**config.mk**
```make
export PLATFORM = sky130hd
export DESIGN_NAME = priority_scanner_flat
export DESIGN_NICKNAME = d
export VERILOG_FILES = /design/src/rtl/priority_scanner_if.sv /design/src/rtl/priority_scanner.sv /design/src/flat_wrapper.sv
export SDC_FILE = /design/constraint.sdc
export NUM_CORES = 1
export LEC_CHECK = 0
export ABC_AREA = 0
export CAP_MARGIN = 40
export CORE_ASPECT_RATIO = 1.2
export CORE_UTILIZATION = 41
export CTS_CLUSTER_SIZE = 25
export DETAILED_ROUTE_END_ITERATION = 10
export PLACE_DENSITY = 0.76
export SYNTH_ARGS = -nofsm -noshare
export SYNTH_HDL_FRONTEND = slang
export SYNTH_SLANG_ARGS = --single-unit
```
**constraint.sdc**
```tcl
create_clock -name clk_i -period 3.08 [get_ports clk_i]
set_input_delay 0.616 -clock clk_i [delete_from_list [all_inputs] [get_ports clk_i]]
set_output_delay 0.616 -clock clk_i [all_outputs]
set_load 0.02 [all_outputs]
```
**src/rtl/priority_scanner_if.sv**
```systemverilog
// Handshake bundle for priority_scanner: word input side and per-bit beat output side.
// The scanner takes the slave modport; the producer/consumer pair takes master.
interface priority_scanner_if #(
  parameter int WIDTH = 16
);
  localparam int IDX_W = $clog2(WIDTH);
  localparam int CNT_W = $clog2(WIDTH + 1);

  logic [WIDTH-1:0] data_i;
  logic             msb_first_i;
  logic             data_val_i;
  logic             data_rdy_o;

  logic [WIDTH-1:0] onehot_o;
  logic [IDX_W-1:0] idx_o;
  logic [CNT_W-1:0] cnt_o;
  logic             last_o;
  logic             zero_o;
  logic             val_o;
  logic             rdy_i;

  modport slave (
    input  data_i, msb_first_i, data_val_i, rdy_i,
    output data_rdy_o, onehot_o, idx_o, cnt_o, last_o, zero_o, val_o
  );

  modport master (
    output data_i, msb_first_i, data_val_i, rdy_i,
    input  data_rdy_o, onehot_o, idx_o, cnt_o, last_o, zero_o, val_o
  );
endinterface

```
**src/rtl/priority_scanner.sv**
```systemverilog
// Serialises every set bit of an accepted word, one beat per handshake, in
// MSB-first or LSB-first order chosen per word.
module priority_scanner #(
  parameter int WIDTH = 16
) (
  input logic             clk_i,
  input logic             rst_n_i,
  priority_scanner_if.slave bus
);
  localparam int IDX_W = $clog2(WIDTH);
  localparam int CNT_W = $clog2(WIDTH + 1);

  typedef enum logic {IDLE, SCAN} state_e;

  state_e           state_q, state_d;
  logic [WIDTH-1:0] resid_q, resid_d;
  logic             mode_q, mode_d;
  logic [CNT_W-1:0] cnt_q, cnt_d;
  logic             zero_q, zero_d;

  logic             inScan;
  logic [WIDTH-1:0] ordered;
  logic [WIDTH-1:0] isolated;
  logic [WIDTH-1:0] onehotSel;
  logic [IDX_W-1:0] idxSel;
  logic             lastSel;
  logic             dataRdy;
  logic [CNT_W-1:0] popCnt;

  function automatic logic [WIDTH-1:0] bitRev(input logic [WIDTH-1:0] x);
    logic [WIDTH-1:0] r;
    for (int i = 0; i < WIDTH; i++) begin
      r[i] = x[WIDTH-1-i];
    end
    return r;
  endfunction

  always_ff @(posedge clk_i or negedge rst_n_i) begin
    if (!rst_n_i) begin
      state_q <= IDLE;
      resid_q <= '0;
      mode_q  <= 1'b0;
      cnt_q   <= '0;
      zero_q  <= 1'b0;
    end else begin
      state_q <= state_d;
      resid_q <= resid_d;
      mode_q  <= mode_d;
      cnt_q   <= cnt_d;
      zero_q  <= zero_d;
    end
  end

  // MSB-first reuses the isolate-lowest trick on the bit-reversed residual.
  always_comb begin
    inScan    = (state_q == SCAN);
    ordered   = mode_q ? bitRev(resid_q) : resid_q;
    isolated  = ordered & (~ordered + WIDTH'(1));
    onehotSel = mode_q ? bitRev(isolated) : isolated;
    idxSel    = '0;
    for (int i = 0; i < WIDTH; i++) begin
      if (onehotSel[i]) begin
        idxSel = idxSel | IDX_W'(i);
      end
    end
    lastSel = zero_q | ((resid_q & (resid_q - WIDTH'(1))) == '0);
    dataRdy = !inScan | (bus.rdy_i & lastSel);

    bus.val_o      = inScan;
    bus.onehot_o   = inScan ? onehotSel : '0;
    bus.idx_o      = inScan ? idxSel : '0;
    bus.cnt_o      = inScan ? cnt_q : '0;
    bus.last_o     = inScan & lastSel;
    bus.zero_o     = inScan & zero_q;
    bus.data_rdy_o = dataRdy;
  end

  always_comb begin
    state_d = state_q;
    resid_d = resid_q;
    mode_d  = mode_q;
    cnt_d   = cnt_q;
    zero_d  = zero_q;
    popCnt  = '0;
    for (int i = 0; i < WIDTH; i++) begin
      popCnt = popCnt + CNT_W'(bus.data_i[i]);
    end

    if (inScan && bus.rdy_i) begin
      resid_d = resid_q & ~onehotSel;
      if (lastSel) begin
        state_d = IDLE;
      end
    end

    // A new word may load on the same edge that retires the previous last beat.
    if (bus.data_val_i && dataRdy) begin
      state_d = SCAN;
      resid_d = bus.data_i;
      mode_d  = bus.msb_first_i;
      cnt_d   = popCnt;
      zero_d  = (bus.data_i == '0);
    end
  end
endmodule

```
**src/flat_wrapper.sv**
```systemverilog
// flat-port wrapper written by rule: the top's interface ports become plain ports
module priority_scanner_flat 
#(
  parameter int WIDTH = 16
)
  (clk_i, rst_n_i, bus_data_i, bus_msb_first_i, bus_data_val_i, bus_rdy_i, bus_data_rdy_o, bus_onehot_o, bus_idx_o, bus_cnt_o, bus_last_o, bus_zero_o, bus_val_o);
  priority_scanner_if #(.WIDTH(WIDTH)) bus_i ();
  input logic clk_i;
  input logic rst_n_i;
  input wire logic [$bits(bus_i.data_i)-1:0] bus_data_i;
  input wire logic [$bits(bus_i.msb_first_i)-1:0] bus_msb_first_i;
  input wire logic [$bits(bus_i.data_val_i)-1:0] bus_data_val_i;
  input wire logic [$bits(bus_i.rdy_i)-1:0] bus_rdy_i;
  output wire logic [$bits(bus_i.data_rdy_o)-1:0] bus_data_rdy_o;
  output wire logic [$bits(bus_i.onehot_o)-1:0] bus_onehot_o;
  output wire logic [$bits(bus_i.idx_o)-1:0] bus_idx_o;
  output wire logic [$bits(bus_i.cnt_o)-1:0] bus_cnt_o;
  output wire logic [$bits(bus_i.last_o)-1:0] bus_last_o;
  output wire logic [$bits(bus_i.zero_o)-1:0] bus_zero_o;
  output wire logic [$bits(bus_i.val_o)-1:0] bus_val_o;
  assign bus_i.data_i = bus_data_i;
  assign bus_i.msb_first_i = bus_msb_first_i;
  assign bus_i.data_val_i = bus_data_val_i;
  assign bus_i.rdy_i = bus_rdy_i;
  assign bus_data_rdy_o = bus_i.data_rdy_o;
  assign bus_onehot_o = bus_i.onehot_o;
  assign bus_idx_o = bus_i.idx_o;
  assign bus_cnt_o = bus_i.cnt_o;
  assign bus_last_o = bus_i.last_o;
  assign bus_zero_o = bus_i.zero_o;
  assign bus_val_o = bus_i.val_o;
  priority_scanner #(.WIDTH(WIDTH)) u_core (.clk_i(clk_i), .rst_n_i(rst_n_i), .bus(bus_i));
endmodule
```
==> impl_metrics.json, run 1 <==
{
  "gr-usage-all-layers": 0.2580,
  "yosysSeqAreaShare": 0.2664,
  "synthMuxAreaShare": 0.1165,
  "switchingPower_mw": 1.779,
  "ir_drop_mv": 0.5356,
  "pwr-share-comb": 0.819,
  "violations": "negative setup slack",
  "end_kind": "flop",
  "synthAdderAreaFrac": 0.1321,
  "grt_max_degree": 25,
  "synth_compound_area_frac": 0.1842,
  "via_count": 2491,
  "synthCells": 261,
  "swShare": 0.4479,
  "hpwlAfterDp_um": 5658,
  "netlist_top_cells_area": "dfrtp_1 (27%), fa_1 (8.9%), mux2i_1 (8.0%)",
  "r2r_slack_ns": 0.09,
  "critPathArrivalTime_ns": 4.06,
  "drtAntennaViolNets": 0,
  "clockBufferDepth": 2,
  "synth_top_family_by_area": "simple AND/OR/NAND/NOR gates",
  "drv_cap": 0,
  "worst_clock_skew_ns": 0.002352,
  "drc": 0,
  "synth_most_common_cell": "inv_1",
  "max_slew_margin": 0.5922,
  "period_needed_ns": 3.903,
  "worstSetupStartpointType": "input pin",
  "start_util": 0.4256,
  "powerDensity_nw_per_um2": 1098,
  "cts_buffers": 3,
  "clkPwrFrac": 0.053,
  "routed_wl_um": 7400,
  "rsz0062_at_grt": "true",
  "synth_commonest_cells": "inv_1 (32), dfrtp_1 (24), nor2_1 (22)",
  "ys_types": 50,
  "fmax_ghz": 0.2562,
  "insertion_delay_ns": 0.26,
  "drive_gt1_frac": 0.3995,
  "finalHoldViolCount": 0,
  "synth-simple-area-share": 0.2159,
  "grt_pass1_wl_um": 11930,
  "crit_chain": "buf_12 > inv_12 > ha_4 > inv_2 > fa_1 > fa_1 > fa_2 > fa_1 > fa_2 > fa_2 > xnor2_1 > mux2_4",
  "setup_viol": 10,
  "path_max_fanout": 2,
  "syn_area_per_cell_um2": 8.639,
  "die_x_um": 69.70,
  "dieArea_um2": 5801,
  "drtIter0Drc": 254,
  "path_clk_slew_ns": 0.08,
  "ys_ff_latch": 24,
  "nets": 427,
  "hold-worst-slack_ns": 0.5223,
  "synth_edf_count": 0,
  "drv_slew": 0,
  "worst_pin_slew_ns": 0.6110,
  "yosysWarnings": 0,
  "antenna_cells": 0,
  "fin_crit_sh": 1.267,
  "netlist_area_um2": 2255,
  "r2r-start": "u_core.resid_q[7]",
  "coreArea_um2": 5298,
  "ys_async_sr_fraction": 1.000,
  "yosys.area.top_type": "dfrtp_1",
  "synth_xor_area_frac": 0.007769,
  "vias_per_cell": 5.536,
  "min_path_type": "flop to flop",
  "die_y_um": 83.24,
  "synth_nets": 299,
  "startpoint": "bus_data_i[1]",
  "grt_pass1_vias": 2520,
  "grt-ovfl-total": 0,
  "cpMaxStageDelayCell": "fa_2",
  "timing.rr.end": "u_core.cnt_q[3]",
  "cts_tree": "built",
  "p_int_mw": 2.194,
  "antenna_found_initial": 0,
  "portBuffers": 49,
  "p_leak_nw": 1.867,
  "worstRegToRegCells": 10,
  "ioPinCount": 50,
  "ys.flop_type": "dfrtp_1",
  "cp-endpoint": "u_core.cnt_q[2]",
  "cpPeakStageDelay_ns": 0.56,
  "critPathKind": "input pin to flop",
  "outcome": "finished with violations",
  "routabilityCongestion": 0.8581,
  "cts_root_buf": "clkbuf_8",
  "drt_pass1_iterations": 4,
  "numClockSinks": 24,
  "worstPathRequired_ns": 3.23,
  "finalPower_mw": 3.973,
  "area_growth_pct": 60.54,
  "seqPwrFrac": 0.128,
  "netlist.area_leader.share": 0.2664,
  "rows": 29,
  "timing.final.ws_setup_ns": -0.8234,
  "wl_per_cell_um": 16.44,
  "htreeDepth": 1
}
cells by family (layout without fill, tap and decap cells):
kind of cell | after synthesis | after routing
flip-flops | 24 | 24
buffers and inverters | 44 | 171
multiplexers | 24 | 24
AO/OA/AOI/OAI | 56 | 56
XOR/XNOR | 2 | 2
AND/OR/NAND/NOR | 93 | 93
adder cells (fa/ha/maj) | 18 | 18
stage by stage:
| step | util | area, um2 | cells | worst slack (ns) | TNS [ns] |
|---|---|---|---|---|---|
| after floorplan | - | 2296 | 261 | -0.9043 | -3.606 |
| after global placement | 0.6292 | 3333 | 428 | -1.624 | -10.39 |
| after detailed placement | 0.6292 | 3333 | 428 | -1.689 | -11.02 |
| after CTS | 0.6677 | 3537 | 445 | -0.9538 | -4.346 |
| after global routing | 0.6833 | 3620 | 450 | -0.8764 | -4.690 |
| final | 0.6833 | 3620 | 450 | -0.8234 | -3.750 |
power groups by stage:
stage | Combinational [mW] | Clock [mW] | Sequential [mW]
6_report | 3.25 | 0.212 | 0.507
4_1_cts | 3.01 | 0.214 | 0.501
2_1_floorplan | 1.54 | 0 | 0.537
3_3_place_gp | 2.78 | 0 | 0.499
5_1_grt | 3.47 | 0.234 | 0.515
3_5_place_dp | 2.83 | 0 | 0.504
critical path, delay by kind of cell:
| kind | cells | cell delay (ns) |
|---|---|---|
| muxes | 1 | 0.27 |
| xor gates and xnor gates | 1 | 0.13 |
| adders and majority gates | 7 | 2.89 |
| buffers and inverters | 3 | 0.15 |
how the worst min path moves through the flow:
stage                     depth (start not counted)       startpoint               end  slack [ns]
final                                             1  u_core.cnt_q[3]   u_core.cnt_q[3]        0.52
after global routing                              2  u_core.cnt_q[4]   u_core.cnt_q[4]        0.55
after CTS                                         1  u_core.cnt_q[3]   u_core.cnt_q[3]        0.52
after detailed placement                          1  u_core.cnt_q[3]   u_core.cnt_q[3]        0.50
after global placement                            1  u_core.cnt_q[3]   u_core.cnt_q[3]        0.49
after floorplan                                   0          rst_n_i  u_core.bus.val_o        0.32
state kept, by name, summed over array words and instances (netlist names):
signal / count
u_core.resid_q: 16
u_core.cnt_q: 5
u_core.zero_q: 1
u_core.mode_q: 1
u_core.bus.val_o: 1
repair_timing:
action	4_1_cts	5_1_grt
hold buffers	0	0
setup endpoints to repair	27	28
setup buffers	13	6
resized for setup	105	45
pin swaps	22	17
per-layer routing:
layer	track usage	vias to the layer above	share of wire
li1	-	1175	-
met1	0.3065	1200	0.40
met2	0.4740	99	0.53
met3	0.009709	17	0.042
met4	0.1218	0	0.031
met5	0	-	0
cells in the final DEF, fill, tap and decap left out, types with 5 or more instances in the layout:
master | netlist | routed
inv_2 | 0 | 5
buf_6 | 1 | 12
nand3_1 | 6 | 6
fa_1 | 10 | 7
and2_1 | 9 | 8
mux2i_1 | 18 | 18
buf_4 | 0 | 85
nand2_1 | 14 | 13
mux2_4 | 4 | 5
ha_1 | 7 | 6
dlygate4sd2_1 | 0 | 8
inv_1 | 32 | 25
clkdlybuf4s50_1 | 0 | 20
o21ai_0 | 18 | 14
nor3_1 | 11 | 8
dfrtp_1 | 24 | 24
nor2_1 | 22 | 21
final cells by class:
class                      instances  area, um2
clock buffer                       4      55.05
fill                             424       1678
inverter                          32      137.6
multi-input combinational        193       1615
sequential                        24      600.6
tap                               62      77.57
timing repair buffer             135       1134
Power figures use the tool's default switching activity.
==> run 2: changes to the inputs <==
--- a/config.mk
+++ b/config.mk
@@ -5,13 +5,14 @@
 export SDC_FILE = /design/constraint.sdc
 export NUM_CORES = 1
 export LEC_CHECK = 0
-export ABC_AREA = 0
+export ABC_AREA = 1
 export CAP_MARGIN = 40
 export CORE_ASPECT_RATIO = 1.2
 export CORE_UTILIZATION = 41
 export CTS_CLUSTER_SIZE = 25
 export DETAILED_ROUTE_END_ITERATION = 10
-export PLACE_DENSITY = 0.76
+export PLACE_DENSITY = 0.74
+export REMOVE_ABC_BUFFERS = 1
 export SYNTH_ARGS = -nofsm -noshare
 export SYNTH_HDL_FRONTEND = slang
 export SYNTH_SLANG_ARGS = --single-unit
==> impl_metrics.json, run 2 <==
{
  "ioPinCount": 50,
  "hold_buffers": 0,
  "pre_cts_slack_ns": -1.578,
  "stdcell_count": 630,
  "synth_commonest_cells": "nand2_1 (147), inv_1 (56), nor2_1 (51)",
  "fmax_ghz": 0.2661,
  "area_growth_pct": 39.31,
  "antenna_cells": 0,
  "routabilityCongestion": 0.9718,
  "ys_ff_latch": 24,
  "rsz0062_at_grt": "true",
  "vias_per_cell": 5.038,
  "die_x_um": 76.07,
  "htreeDepth": 1,
  "numClockSinks": 24,
  "syn_area_per_cell_um2": 6.078,
  "synthCells": 444,
  "cts_root_buf": "clkbuf_8",
  "ys_types": 34,
  "dieArea_um2": 6912,
  "clockBufferDepth": 2,
  "coreArea_um2": 6406,
  "grt_pass1_wl_um": 14080,
  "yosysSeqAreaShare": 0.2225,
  "worstPathRequired_ns": 3.28,
  "reg_top3": "u_core.resid_q (16), u_core.cnt_q (5)",
  "final_common_cell": "nand2_1",
  "end_kind": "flop",
  "gr-usage-all-layers": 0.2532,
  "via_count": 3174,
  "yosysWarnings": 0,
  "drtAntennaViolNets": 0,
  "critPathKind": "input pin to flop",
  "drc": 0,
  "netlist_area_um2": 2699,
  "ys_async_sr_fraction": 1.000,
  "worst_pin_slew_ns": 0.6425,
  "rows": 32,
  "dp.cells": 622,
  "ir_drop_mv": 0.6658,
  "final_cell_mix": "nand2_1 (147), buf_4 (63), inv_1 (48), nor2_1 (48), nand3_1 (46)",
  "drt_pass1_iterations": 4,
  "p_leak_nw": 2.120,
  "grt-ovfl-total": 0,
  "period_needed_ns": 3.758,
  "synth_most_common_cell": "nand2_1",
  "start_util": 0.4213,
  "antenna_found_initial": 0,
  "finish.utilization": 0.5869,
  "worstSetupStartpointType": "input pin",
  "grt_pass1_vias": 3131,
  "finalSetupTns_ns": -2.866,
  "netlist_top_cells_area": "dfrtp_1 (22%), nand2_1 (20%), nand3_1 (8.5%)",
  "routed_wl_um": 8437,
  "drive_gt1_frac": 0.2477,
  "cts_tree": "built",
  "finalHoldViolCount": 0,
  "powerDensity_nw_per_um2": 1098,
  "insertion_delay_ns": 0.27,
  "drtIter0Drc": 182,
  "min_path_type": "flop to flop",
  "drv_slew": 0,
  "synth_edf_count": 0,
  "ys.flop_type": "dfrtp_1",
  "regMostFlops": "u_core.resid_q",
  "grt_max_degree": 28,
  "die_y_um": 90.88,
  "max_slew_margin": 0.5712,
  "cts_buffers": 3,
  "critPathArrivalTime_ns": 3.96,
  "worst_clock_skew_ns": 0.005801,
  "violations": "negative setup slack",
  "fin_crit_sh": 1.220,
  "netlist.area_leader.share": 0.2225,
  "largest_reg_flops": 16,
  "path_max_fanout": 2,
  "timing.final.ws_setup_ns": -0.6783,
  "yosys.area.top_type": "dfrtp_1",
  "hpwlAfterDp_um": 6796,
  "wl_per_cell_um": 13.39,
  "nets": 584,
  "portBuffers": 49,
  "hold-worst-slack_ns": 0.5042,
  "outcome": "finished with violations",
  "drv_cap": 0,
  "setup_viol": 7,
  "path_clk_slew_ns": 0.09
}
[run 2: layer usage]
layer,global-route usage,up-vias,part of all wire
li1,-,1602,-
met1,0.3011,1452,0.41
met2,0.4712,94,0.52
met3,0.01010,26,0.029
met4,0.1090,0,0.040
met5,0,-,0
[run 2: final cells by class]
type,instances,area [um2]
Fill cell,635,2646
Multi-Input combinational cell,340,1823
Timing Repair Buffer,113,913.4
Sequential cell,24,600.6
Inverter,64,245.2
Tap cell,85,106.4
Clock buffer,3,41.29
Clock inverter,1,30.03
[run 2: stage by stage]
step	total power, mW	instance area [um2]
after global routing	4.508	3760
after CTS	4.089	3769
after detailed placement	3.829	3647
after floorplan	2.466	2600
final	4.128	3760
after global placement	3.769	3647
[run 2: power breakdown]
| group | leakage [nW] | internal [mW] | total, mW | switching, mW |
|---|---|---|---|---|
| combinational | 1.77 | 1.31 | 3.30 | 2.00 |
| clock | 0.0357 | 0.174 | 0.277 | 0.103 |
| sequential | 0.311 | 0.437 | 0.549 | 0.113 |
| total | 2.12 | 1.92 | 4.13 | 2.21 |
[run 2: worst paths after layout]
path                            startpoint                 end  slack (ns)  cells after the start
max                          bus_data_i[0]     u_core.cnt_q[2]       -0.68                     12
min                        u_core.cnt_q[1]     u_core.cnt_q[1]        0.50                      2
max reg2reg                  u_core.mode_q   u_core.resid_q[9]        0.84                     16
min reg2reg                u_core.cnt_q[1]     u_core.cnt_q[1]        0.50                      2
max in group asynchronous          rst_n_i   u_core.resid_q[4]        2.14                      2
min in group asynchronous          rst_n_i  u_core.resid_q[10]        0.70                      2
[run 2: timing repair]
action	4_1_cts	5_1_grt
buffers inserted	2	2
pin swaps	15	4
gates resized for setup	67	39
endpoints found under the setup margin	26	27
[run 2: worst max-delay path, stage by stage]
cell and delay (ns):
buf_8 0.08, inv_4 0.03, ha_4 0.25, inv_2 0.03, fa_1 0.51, fa_1 0.42, fa_1 0.52, fa_1 0.43
fa_2 0.38, fa_2 0.41, xor2_1 0.15, o21ai_1 0.12
[run 2: logic make-up (layout without fill, tap and decap cells)]
family	after synthesis	after routing	synth area share
flops	24	24	0.2225
compound gates	40	40	0.07836
xor+xnor	2	2	0.006492
simple gates	281	281	0.4604
buf+inv	80	181	0.1256
fa+ha+maj	17	17	0.1066
==> run 3: changes to the inputs <==
--- a/config.mk
+++ b/config.mk
@@ -7,11 +7,13 @@
 export LEC_CHECK = 0
 export ABC_AREA = 1
 export CAP_MARGIN = 40
+export CELL_PAD_IN_SITES_DETAIL_PLACEMENT = 1
+export CELL_PAD_IN_SITES_GLOBAL_PLACEMENT = 1
 export CORE_ASPECT_RATIO = 1.2
-export CORE_UTILIZATION = 41
+export CORE_UTILIZATION = 37
 export CTS_CLUSTER_SIZE = 25
 export DETAILED_ROUTE_END_ITERATION = 10
-export PLACE_DENSITY = 0.74
+export PLACE_DENSITY_LB_ADDON = 0.1
 export REMOVE_ABC_BUFFERS = 1
 export SYNTH_ARGS = -nofsm -noshare
 export SYNTH_HDL_FRONTEND = slang
==> impl_metrics.json, run 3 (same netlist as run 2, synthesis figures left out) <==
{
  "wl_per_cell_um": 18.29,
  "drtIter0Drc": 149,
  "area_growth_pct": 51.92,
  "dieArea_um2": 7641,
  "p_int_mw": 2.133,
  "insertion_delay_ns": 0.27,
  "antenna_cells": 0,
  "antenna_found_initial": 0,
  "finalHoldViolCount": 0,
  "path_max_fanout": 2,
  "drive_gt1_frac": 0.3428,
  "setup_viol": 5,
  "grt-ovfl-total": 0,
  "fin_crit_sh": 1.235,
  "drv_slew": 0,
  "max_slew_margin": 0.4796,
  "routabilityCongestion": 0.9417,
  "p_leak_nw": 2.238,
  "stdcell_count": 653,
  "drv_cap": 0,
  "finalSetupTns_ns": -3.146,
  "routed_wl_um": 11950,
  "rows": 33,
  "grt_max_degree": 28,
  "worstSetupStartpointType": "input pin",
  "drc": 0,
  "seqPwrFrac": 0.114,
  "cts_buffers": 3,
  "worst_pin_slew_ns": 0.7797,
  "pwr-share-comb": 0.845,
  "final_cell_mix": "nand2_1 (136), buf_4 (92), inv_1 (46)",
  "via_count": 3465,
  "largest_reg_flops": 16,
  "die_x_um": 79.97,
  "drtAntennaViolNets": 0,
  "clockBufferDepth": 2,
  "violations": "negative setup slack",
  "powerDensity_nw_per_um2": 1167,
  "worstPathRequired_ns": 3.24,
  "dp.cells": 647,
  "portBuffers": 49,
  "nets": 606,
  "coreArea_um2": 6937,
  "pre_cts_slack_ns": -1.606,
  "cts_root_buf": "clkbuf_8",
  "end_kind": "flop",
  "final_common_cell": "nand2_1",
  "gr-usage-all-layers": 0.3206,
  "clkPwrFrac": 0.041,
  "r2r_slack_ns": 0.52,
  "numClockSinks": 24,
  "cts_tree": "built",
  "timing.final.ws_setup_ns": -0.7235,
  "nFillCells": 940,
  "switchingPower_mw": 2.654,
  "path_clk_slew_ns": 0.09,
  "htreeDepth": 1,
  "drt_pass1_iterations": 4,
  "critPathKind": "input pin to flop",
  "critPathArrivalTime_ns": 3.96,
  "min_path_type": "flop to flop",
  "grt_pass1_vias": 3770,
  "fmax_ghz": 0.2629,
  "hpwlAfterDp_um": 9288,
  "grt_pass1_wl_um": 18460,
  "vias_per_cell": 5.306,
  "period_needed_ns": 3.804,
  "outcome": "finished with violations",
  "swShare": 0.5545,
  "worst_clock_skew_ns": 0.002804,
  "rsz0062_at_grt": "true",
  "ioPinCount": 50,
  "die_y_um": 95.56,
  "ir_drop_mv": 0.8157,
  "finish.utilization": 0.5911,
  "reg_top3": "u_core.resid_q (16), u_core.cnt_q (5)",
  "regMostFlops": "u_core.resid_q",
  "start_util": 0.3891
}
==> run 3: changes by cell type in the layout (fill, tap and decap cells not counted), moves of 4 or more <==
cell	before	now
clkbuf_2	15	7
o21ai_1	21	14
nand2_2	3	12
buf_4	63	92
o21ai_4	0	4
nand2_1	147	136
nor2_1	48	42
o21ai_2	5	9
==> run 3: power by group through the flow <==
stage	clock network (mW)	logic (mW)	registers (mW)
floorplan	0	1.85	0.614
global placement	0	3.52	0.535
detailed placement	0	3.65	0.539
CTS	0.191	3.76	0.537
global route	0.204	4.37	0.555
finish	0.197	4.05	0.544
==> run 3: final timing paths <==
| check | startpoint | depth (start not counted) | endpoint |
|---|---|---|---|
| setup / recovery | bus_data_i[0] | 11 | u_core.cnt_q[1] |
| hold / removal | u_core.cnt_q[0] | 2 | u_core.cnt_q[0] |
| setup reg to reg | u_core.resid_q[10] | 17 | u_core.resid_q[5] |
| hold reg to reg | u_core.cnt_q[0] | 2 | u_core.cnt_q[0] |
| max in group asynchronous | rst_n_i | 2 | u_core.resid_q[8] |
| min in group asynchronous | rst_n_i | 2 | u_core.resid_q[14] |
==> run 3: layout make-up <==
cell class                 count  area (um2)  area share
tap                           87       108.9     0.02655
multi-input combinational    340        2007      0.4895
sequential                    24       600.6      0.1465
inverter                      64       245.2     0.05981
timing repair buffer         135        1097      0.2676
clock buffer                   3       41.29     0.01007
==> run 3: metrics by stage <==
step,power (mW),area (um2),hold slack (ns)
floorplan,2.466,2600,0.3204
global placement,4.059,3835,0.4717
detailed placement,4.190,3835,0.4790
CTS,4.485,3979,0.5006
global route,5.130,4100,0.5478
finish,4.787,4100,0.5190
==> run 3: routing by layer <==
metal,track usage,vias up,routed length [um]
met5,0,-,0
met4,0.1533,0,554
met3,0.02871,35,277
met2,0.6161,81,6434
met1,0.3486,1713,4680
li1,-,1636,-
==> run 3: repair_timing <==
| action | 4_1_cts | 5_1_grt |
|---|---|---|
| setup buffers | 2 | 1 |
| gates resized for setup | 117 | 62 |
| endpoints found under the setup margin | 27 | 24 |
| hold buffers | 0 | 0 |
| pin swaps | 18 | 9 |
==> run 3: worst max-delay path, stage by stage <==
cell and delay, ns:
buf_8 0.08, inv_4 0.03, ha_4 0.26, inv_2 0.03, fa_1 0.52, fa_1 0.44, fa_1 0.54, fa_1 0.44
fa_2 0.37, fa_2 0.56, o21ai_2 0.07
